--- config.mk ---
export PLATFORM = sky130hd
export DESIGN_NAME = dsu_layer_sequencer
export DESIGN_NICKNAME = d
export VERILOG_FILES = /design/src/rtl/dsu_pkg.sv /design/src/rtl/seq_watchdog.sv /design/src/rtl/dsu_layer_sequencer.sv
export SDC_FILE = /design/constraint.sdc
export NUM_CORES = 1
export LEC_CHECK = 0
export ABC_CLOCK_PERIOD_IN_PS = 4500
export CORE_AREA = 2 2 64 66
export CTS_CLUSTER_SIZE = 10
export DETAILED_ROUTE_END_ITERATION = 8
export DIE_AREA = 0 0 66 68
export PLACE_DENSITY = 0.88
export SLEW_MARGIN = 10
export SYNTH_ARGS = -nofsm -noshare
export SYNTH_HDL_FRONTEND = slang
export SYNTH_SLANG_ARGS = --single-unit
--- constraint.sdc ---
create_clock -name clk -period 4.5 [get_ports clk]
set_input_delay 1.125 -clock clk [delete_from_list [all_inputs] [get_ports clk]]
set_output_delay 1.125 -clock clk [all_outputs]
set_load 0.05 [all_outputs]
--- src/rtl/dsu_pkg.sv ---
// Shared types and per-layer configuration for the DSU layer sequencer.
// Layer table is indexed by the 4-bit layer number.
package dsu_pkg;

  typedef struct packed {
    logic [7:0] input_size;
    logic [7:0] output_size;
    logic [7:0] input_channel;
    logic [7:0] output_channel;
  } layer_cfg_t;

  localparam layer_cfg_t CFG_A = '{8'd32, 8'd32, 8'd4, 8'd8};
  localparam layer_cfg_t CFG_B = '{8'd32, 8'd16, 8'd8, 8'd32};
  localparam layer_cfg_t CFG_C = '{8'd16, 8'd8, 8'd32, 8'd64};
  localparam layer_cfg_t CFG_Z = '{8'd0, 8'd0, 8'd0, 8'd0};

  localparam layer_cfg_t LAYER_CFG [0:15] = '{
    CFG_A, CFG_A, CFG_A, CFG_A,
    CFG_B, CFG_B, CFG_B, CFG_B,
    CFG_C, CFG_C, CFG_C, CFG_C,
    CFG_Z, CFG_Z, CFG_Z, CFG_Z
  };

  typedef enum logic [2:0] {
    S_IDLE,
    S_LOAD,
    S_INIT,
    S_RUN,
    S_NEXT,
    S_FINISH
  } seq_state_t;

endpackage

--- src/rtl/seq_watchdog.sv ---
// No-progress watchdog: counts unstalled cycles, clears on progress.
// timeout fires in the cycle whose increment would reach the limit.
module seq_watchdog (
  input  logic        clk,
  input  logic        rst,
  input  logic        clear,
  input  logic        hold,
  input  logic [15:0] limit,
  output logic        timeout
);

  logic [15:0] cnt_q;
  logic [15:0] cnt_d;

  always_comb begin
    cnt_d = cnt_q;
    if (clear) begin
      cnt_d = '0;
    end else if (!hold) begin
      cnt_d = cnt_q + 16'd1;
    end
  end

  assign timeout = !clear && !hold && (cnt_q == limit - 16'd1);

  always_ff @(posedge clk) begin
    if (rst) begin
      cnt_q <= '0;
    end else begin
      cnt_q <= cnt_d;
    end
  end

endmodule

--- src/rtl/dsu_layer_sequencer.sv ---
// Layer-level controller for the depthwise-separable unit.
// Walks layers, pulses init, gates enables and watches for stalls.
module dsu_layer_sequencer
  import dsu_pkg::*;
#(
  parameter int NUM_LAYERS = 12,
  parameter int TIMEOUT    = 65535
) (
  input  logic       clk,
  input  logic       rst,
  input  logic       start,
  input  logic [3:0] first_layer,
  input  logic       abort,
  input  logic       stall,
  input  logic       depth_layer_done,
  input  logic       point_done,
  input  logic       first_cycle,
  input  logic       point11_done,
  output logic [3:0] layer,
  output logic [7:0] input_size,
  output logic [7:0] output_size,
  output logic [7:0] input_channel,
  output logic [7:0] output_channel,
  output logic       init,
  output logic       en,
  output logic       depth_en,
  output logic       point_en,
  output logic       busy,
  output logic       done,
  output logic       error
);

  localparam logic [3:0]  LAST  = 4'(NUM_LAYERS - 1);
  localparam logic [15:0] LIMIT = 16'(TIMEOUT);

  seq_state_t state_q, state_d;
  layer_cfg_t cfg_q, cfg_d;
  logic [3:0] layer_q, layer_d;
  logic       dl_q, dl_d;
  logic       pd_q, pd_d;
  logic       error_q, error_d;
  logic       init_q, init_d;
  logic       run_q, run_d;
  logic       busy_q, busy_d;
  logic       done_q, done_d;

  logic progress;
  logic complete;
  logic wd_clear;
  logic wd_timeout;

  assign progress = first_cycle | point11_done
                  | depth_layer_done | point_done;
  assign complete = (dl_q | depth_layer_done)
                  & (pd_q | point_done);
  assign wd_clear = (state_q != S_RUN) | progress;

  seq_watchdog u_wd (
    .clk     (clk),
    .rst     (rst),
    .clear   (wd_clear),
    .hold    (stall),
    .limit   (LIMIT),
    .timeout (wd_timeout)
  );

  always_comb begin
    state_d = state_q;
    layer_d = layer_q;
    cfg_d   = cfg_q;
    dl_d    = dl_q;
    pd_d    = pd_q;
    error_d = error_q;
    unique case (state_q)
      S_IDLE: begin
        if (start) begin
          state_d = S_LOAD;
          layer_d = first_layer;
          error_d = 1'b0;
        end
      end
      S_LOAD: begin
        cfg_d   = LAYER_CFG[layer_q];
        dl_d    = 1'b0;
        pd_d    = 1'b0;
        state_d = S_INIT;
      end
      S_INIT: state_d = S_RUN;
      S_RUN: begin
        dl_d = dl_q | depth_layer_done;
        pd_d = pd_q | point_done;
        if (complete) begin
          state_d = S_NEXT;
        end else if (wd_timeout) begin
          error_d = 1'b1;
          state_d = S_IDLE;
        end
      end
      S_NEXT: begin
        if (layer_q == LAST) begin
          state_d = S_FINISH;
        end else begin
          layer_d = layer_q + 4'd1;
          state_d = S_LOAD;
        end
      end
      S_FINISH: state_d = S_IDLE;
      default:  state_d = S_IDLE;
    endcase
    // abort wins over start and timeout; it never touches layer or error
    if (abort) begin
      state_d = S_IDLE;
      layer_d = layer_q;
      error_d = error_q;
    end
    init_d = (state_d == S_INIT);
    run_d  = (state_d == S_RUN);
    busy_d = (state_d != S_IDLE);
    done_d = (state_d == S_FINISH);
  end

  always_ff @(posedge clk) begin
    if (rst) begin
      state_q <= S_IDLE;
      layer_q <= '0;
      cfg_q   <= '0;
      dl_q    <= 1'b0;
      pd_q    <= 1'b0;
      error_q <= 1'b0;
      init_q  <= 1'b0;
      run_q   <= 1'b0;
      busy_q  <= 1'b0;
      done_q  <= 1'b0;
    end else begin
      state_q <= state_d;
      layer_q <= layer_d;
      cfg_q   <= cfg_d;
      dl_q    <= dl_d;
      pd_q    <= pd_d;
      error_q <= error_d;
      init_q  <= init_d;
      run_q   <= run_d;
      busy_q  <= busy_d;
      done_q  <= done_d;
    end
  end

  assign layer          = layer_q;
  assign input_size     = cfg_q.input_size;
  assign output_size    = cfg_q.output_size;
  assign input_channel  = cfg_q.input_channel;
  assign output_channel = cfg_q.output_channel;
  assign init           = init_q;
  assign en             = init_q | (run_q & ~stall);
  assign depth_en       = init_q | run_q;
  assign point_en       = init_q | run_q;
  assign busy           = busy_q;
  assign done           = done_q;
  assign error          = error_q;

endmodule

After elaboration in Yosys (flattened, before gate mapping)
Memory sizes are Yosys's and may differ from the RTL's. A register that Yosys moved wholly into a read port is not among the register bits.
Index checks and enable logic that the tools add are counted.
{"block": "totals", "regBits": 30, "latch_bits": 0, "ram_bits": 0, "rom_bits": 512, "inputBits": 13, "output_inout_bits": 43, "elab_cells": 67, "memories": 1}
{"memory": "(name not given)", "depth": 16, "word_bits": 32, "read_ports": 1, "rd_clocked_by_memory_dff": 1, "write_ports": 0, "line": "dsu_layer_sequencer.sv:83", "rtl": "cfg_d = LAYER_CFG[layer_q];"}
{"block": "classes", "n_addsub": 2, "multipliers": 0, "div_mod_pow": 0, "order_cmp": 0, "eq_ne": 14, "shift": 0, "muxes": 15, "bitwise": 13, "n_reduce_logical": 12}
{"cell": "16-bit by 1-bit adder with 16-bit output (second input constant)", "count": 1}
{"cell": "16-bit == test (second input constant)", "count": 1}
{"cell": "3-bit 2-to-1 mux", "count": 5}
{"cell": "3-bit case mux with 5 select lines", "count": 1}
{"cell": "3-bit by 2-bit == test with 1-bit output (second input constant)", "count": 4}
{"cell": "4-bit 2-to-1 mux", "count": 2}
{"cell": "1-bit bitwise OR", "count": 8}
{"cell": "4-bit case mux with 2 select lines", "count": 1}
{"cell": "3-bit == test (second input constant)", "count": 2}
{"cell": "2-bit != test (second input constant)", "count": 3}
{"cell": "1-bit case mux with 2 select lines", "count": 3}
{"cell": "2-bit nonzero test", "count": 3}
{"cell": "4-bit NOT with 5-bit output", "count": 1}
{"cell": "5-bit AND reduction", "count": 1}
{"cell": "4-bit by 1-bit adder with 4-bit output (second input constant)", "count": 1}
{"cell": "4-bit == test (second input constant)", "count": 1}
{"cell": "4-bit AND reduction", "count": 1}
{"cell": "3-bit by 1-bit == test with 1-bit output (second input constant)", "count": 1}
{"cell": "3-bit zero test", "count": 1}
{"cell": "1-bit 2-to-1 mux", "count": 3}
{"cell": "3-bit by 2-bit != test with 1-bit output (second input constant)", "count": 1}
{"cell": "3-bit nonzero test", "count": 1}
{"cell": "1-bit AND", "count": 2}
{"cell": "1-bit logical AND", "count": 2}
{"cell": "other kinds (4)", "count": 6}

Longest topological paths before layout
{"block": "logic_depth", "depth_word": 12, "mapped_depth": 7, "depth_no_buf": 6}

By module
Synthesis repeated with hierarchy kept, for this count alone.
{"block": "unflattened", "cells_unflattened": 294, "area_unflattened_um2": 2432.3}
{"mod": "seq_watchdog", "instances": 1, "cells_per_inst": 166, "area_per_inst_um2": 1351.3, "seq_area_each_um2": 320.3}
{"mod": "dsu_layer_sequencer", "instances": 1, "cells_per_inst": 128, "area_per_inst_um2": 1081.0, "seq_area_each_um2": 360.3}

Least setup slack after synthesis
Ideal clock, no wire load.
{"block": "synth_timing", "path_type": "input -> output", "from": "in stall", "to": "out en", "arrival_time_ns": 1.527, "required_time_ns": 3.375, "slack_ns": 1.848, "stages": 2, "n_path_buf": 0, "path_cell_list": "inv_1 -> a21o_1"}
{"block": "synth_via", "elab_chain_len": 3}
{"item": "start: declaration", "line": "dsu_layer_sequencer.sv:14", "rtl": "input logic stall,"}
{"item": "1-bit NOT", "line": "dsu_layer_sequencer.sv:154", "rtl": "assign en = init_q | (run_q & ~stall);"}
{"item": "1-bit AND", "line": "dsu_layer_sequencer.sv:154"}
{"item": "1-bit bitwise OR", "line": "dsu_layer_sequencer.sv:154"}
{"item": "end: declaration", "line": "dsu_layer_sequencer.sv:25", "rtl": "output logic en,"}
No other way between the ends.

Worst setup path after layout
Same ends and word-level chain as after synthesis.

==> flow_metrics.tcl <==
set metrics [dict create \
    hp-class "flip-flop to flip-flop" \
    start_kind "input port" \
    postCtsHoldBufs 0 \
    arrival_ns 2.64 \
    clock_power_share_pct 38.5 \
    synth.avg_cell_area_um2 8.25 \
    ys.flop_type "dfxtp_1" \
    cpMostUsedCell "clkdlybuf4s50_1" \
    ant_nets 0 \
    hold_viol_final 0 \
    finalSetupViolCount 0 \
    fmax_mhz 266 \
    post-route-period-util_pct 83.6 \
    path_class "input port to output port" \
    fillCellCount 368 \
    first_iter_violations 59 \
    synth_cells 224 \
    synth_top_area_share_pct 36.8 \
    io-pin-count 56 \
    fp.dieH_um 68 \
    status "complete, no violations" \
    slowest_delay_ns 0.79 \
    period_minus_slack_ns 3.76 \
    ctsResizeCount 0 \
    worst-path-buf-inv 3 \
    coreArea_mm2 0.00386 \
    use_met1_pct 17.5 \
    insertion_delay_ns 0.29 \
    fin_tns_setup_ns 0 \
    skew_ns 0.00674 \
    track_usage_pct 15.9 \
    synthArstFlopShare_pct 0 \
    p_seq_share_pct 45.5 \
    busiest_layer "met2" \
    yosys.area.top_type "dfxtp_1" \
    area_growth_syn_to_layout_pct 17.7 \
    crit_slowest_cell "clkdlybuf4s50_1" \
    rsz0062_at_grt "no" \
    comb_power_share_pct 16.0 \
    first_global_vias 1267 \
    p_total_mw 0.685 \
    use_met2_pct 28.4 \
    synth-edff-count 0 \
    stdcell_count 300 \
    wl_per_cell_um 11.2 \
    pre_cts_ws_ns 0.727 \
    antennaDiodeCount 0 \
    sw_frac_of_total_pct 28.5 \
    cp.required_ns 3.38 \
    ir_drop_mv 0.257 \
    setup_ws_ns 0.737 \
    cts.sinks 34 \
    max-slew-margin-rel_pct 64.1 \
    gp_congestion 0.781 \
    route.detailed.drc 0 \
    initial_core_util_pct 47.9 \
    endpoint_kind "output port" \
    die_x_um 66 \
    clkTransAtPathRegs_ns 0.06 \
    cp_top_family "buffers and inverters" \
    synth_area_leaders "dfxtp_1 (37%), buf_4 (12%), nor2_1 (6.1%)" \
    ctsRootBufferMaster "clkbuf_8" \
    critical_path.cell_chain "clkdlybuf4s50_1 -> inv_1 -> a21o_1 -> clkdlybuf4s50_1" \
    ys_types 45 \
    ctsHtreeMaxLevel 2 \
    viasPerCell 4.88 \
    drv_cap 0 \
    finalMaxSlewViolations 0 \
    synth_warnings 0 \
    power_density_mw_per_mm2 315 \
    dr.pass1.iters 4 \
    grt-ovfl-total 0 \
    fin_nets 265 \
    die_area_mm2 0.00449 \
    cts_tree "built" \
    syn_area_mm2 0.00185 \
    num_rows 23 \
    grt_start_max_net_pins 17 \
    worst_pin_slew_ns 0.537 \
    wl_um 3370 \
    p_leak_nw 0.796 \
    use_met3_pct 6.09 \
    post_cts_buffers 0 \
    grt_pass1_wl_um 5430 \
    antenna_found_initial 0 \
    dpl.hpwl_um 2490 \
    numCtsBuffers 5 \
    yosysSeqAreaShare_pct 36.8 \
    cts_buffer_depth 2 \
    switching_power_mw 0.195 \
    vias 1464 \
    intPower_mw 0.490 \
    critPathMaxFanout 7 \
    placed_cells 292 \
    portBuffers 34 \
    fin_hold_ws_ns 0.479 \
    drive_gt1_share_pct 7.60 \
    ys_ff_latch 34 \
]
## logic make-up (layout without fill, tap and decap cells)
logic type               count (synthesis)  after routing  synth area share, %
flip-flops                              34             34                 36.8
AND/OR/NAND/NOR                        101            101                 28.7
XOR/XNOR                                12             12                 5.69
AO/OA/AOI/OAI                           35             35                 12.0
other                                    1             21                0.203
adder cells (fa/ha/maj)                  3              3                 2.03
buffers and inverters                   38             44                 14.6
## flip-flops by register name (all words and copies together), names as in the netlist
register and cells:
init 1, done 1, input_size 2, output_size 2, u_wd.cnt_q 16, pd_q 1, dl_q 1, error 1
run_q 1, state_q 3, busy 1, layer 4
## per-stage QoR
step	utilization (%)	instance area, um2
2_1_floorplan	-	1920
3_3_place_gp	53.5	2060
3_5_place_dp	53.5	2060
4_1_cts	56.4	2170
5_1_grt	56.4	2170
6_report	56.4	2170
## routing by layer
| layer | routed length, um | up-vias |
|---|---|---|
| met2 | 1650 | 38 |
| met3 | 229 | 2 |
| met4 | 41 | 0 |
| met1 | 1440 | 666 |
| li1 | - | 758 |
| met5 | 0 | - |
## placed cells by master, fill, tap and decap left out, drive strengths merged
cell	netlist	routed
dfxtp	34	34
clkdlybuf4s50	0	34
nor2	32	32
nand2	22	22
conb	1	21
a21oi	17	17
nor2b	8	8
o21ai	8	8
clkbuf	3	8
xor2	7	7
nand3	7	7
xnor2	5	5
and3	4	4
nor3	4	4
or3	4	4
nand4	3	3
ha	3	3
inv	2	2
or2	2	2
nor4	2	2
nor3b	2	2
nand2b	2	2
and4	2	2
o22ai	2	2
o31ai	2	2
or4	2	2
a311oi	2	2
a21o	1	1
and3b	1	1
nand4b	1	1
or3b	1	1
a21boi	1	1
o21a	1	1
and2	1	1
o211ai	1	1
nand3b	1	1
## layout make-up
cell class	count	area, um2	share of cell area [%]
clock buffer	8	110	5.06
tap	50	62.6	2.88
timing repair buffer	34	340	15.7
sequential	34	681	31.3
inverter	2	7.51	0.345
multi-input combinational	172	973	44.8
## power groups by stage
| stage | combinational (mW) | sequential, mW | clock, mW |
|---|---|---|---|
| final | 0.110 | 0.312 | 0.264 |
| after global routing | 0.116 | 0.313 | 0.281 |
| after CTS | 0.109 | 0.312 | 0.271 |
| after detailed placement | 0.109 | 0.319 | 0 |
| after global placement | 0.108 | 0.319 | 0 |
| after floorplan | 0.0858 | 0.330 | 0 |
## synth_stat cells, types with 2 or more instances
cell,count
nor2_1,30
and3_1,4
or3_1,3
buf_2,2
xor2_1,7
clkbuf_1,3
or2_2,2
nor3b_2,2
nor2b_1,8
xnor2_1,5
o22ai_1,2
nor4_1,2
and4_1,2
buf_6,2
dfxtp_1,34
nand2_1,22
inv_1,2
ha_1,3
a21oi_1,15
o21ai_0,8
nand3_1,7
nor3_1,4
nand4_1,3
buf_4,29
nand2b_1,2
o31ai_1,2
## worst min-delay path, delay by kind of cell (launching register included)
kind             cells  cell delay [ns]
AO/OA/AOI/OAI        1             0.05
flip-flops           1             0.33
AND/OR/NAND/NOR      1             0.06
## worst paths after layout
kind	from	end	slack, ns	depth (start not counted)
hold reg to reg	output_size[4]$_SDFFE_PP0P_	output_size[4]$_SDFFE_PP0P_	0.48	2
setup / recovery	stall	en	0.74	4
setup reg to reg	state_q[1]$_SDFF_PP0_	busy$_SDFF_PP0_	2.74	5
hold / removal	output_size[4]$_SDFFE_PP0P_	output_size[4]$_SDFFE_PP0P_	0.48	2
(Power assumes the default switching activity.)
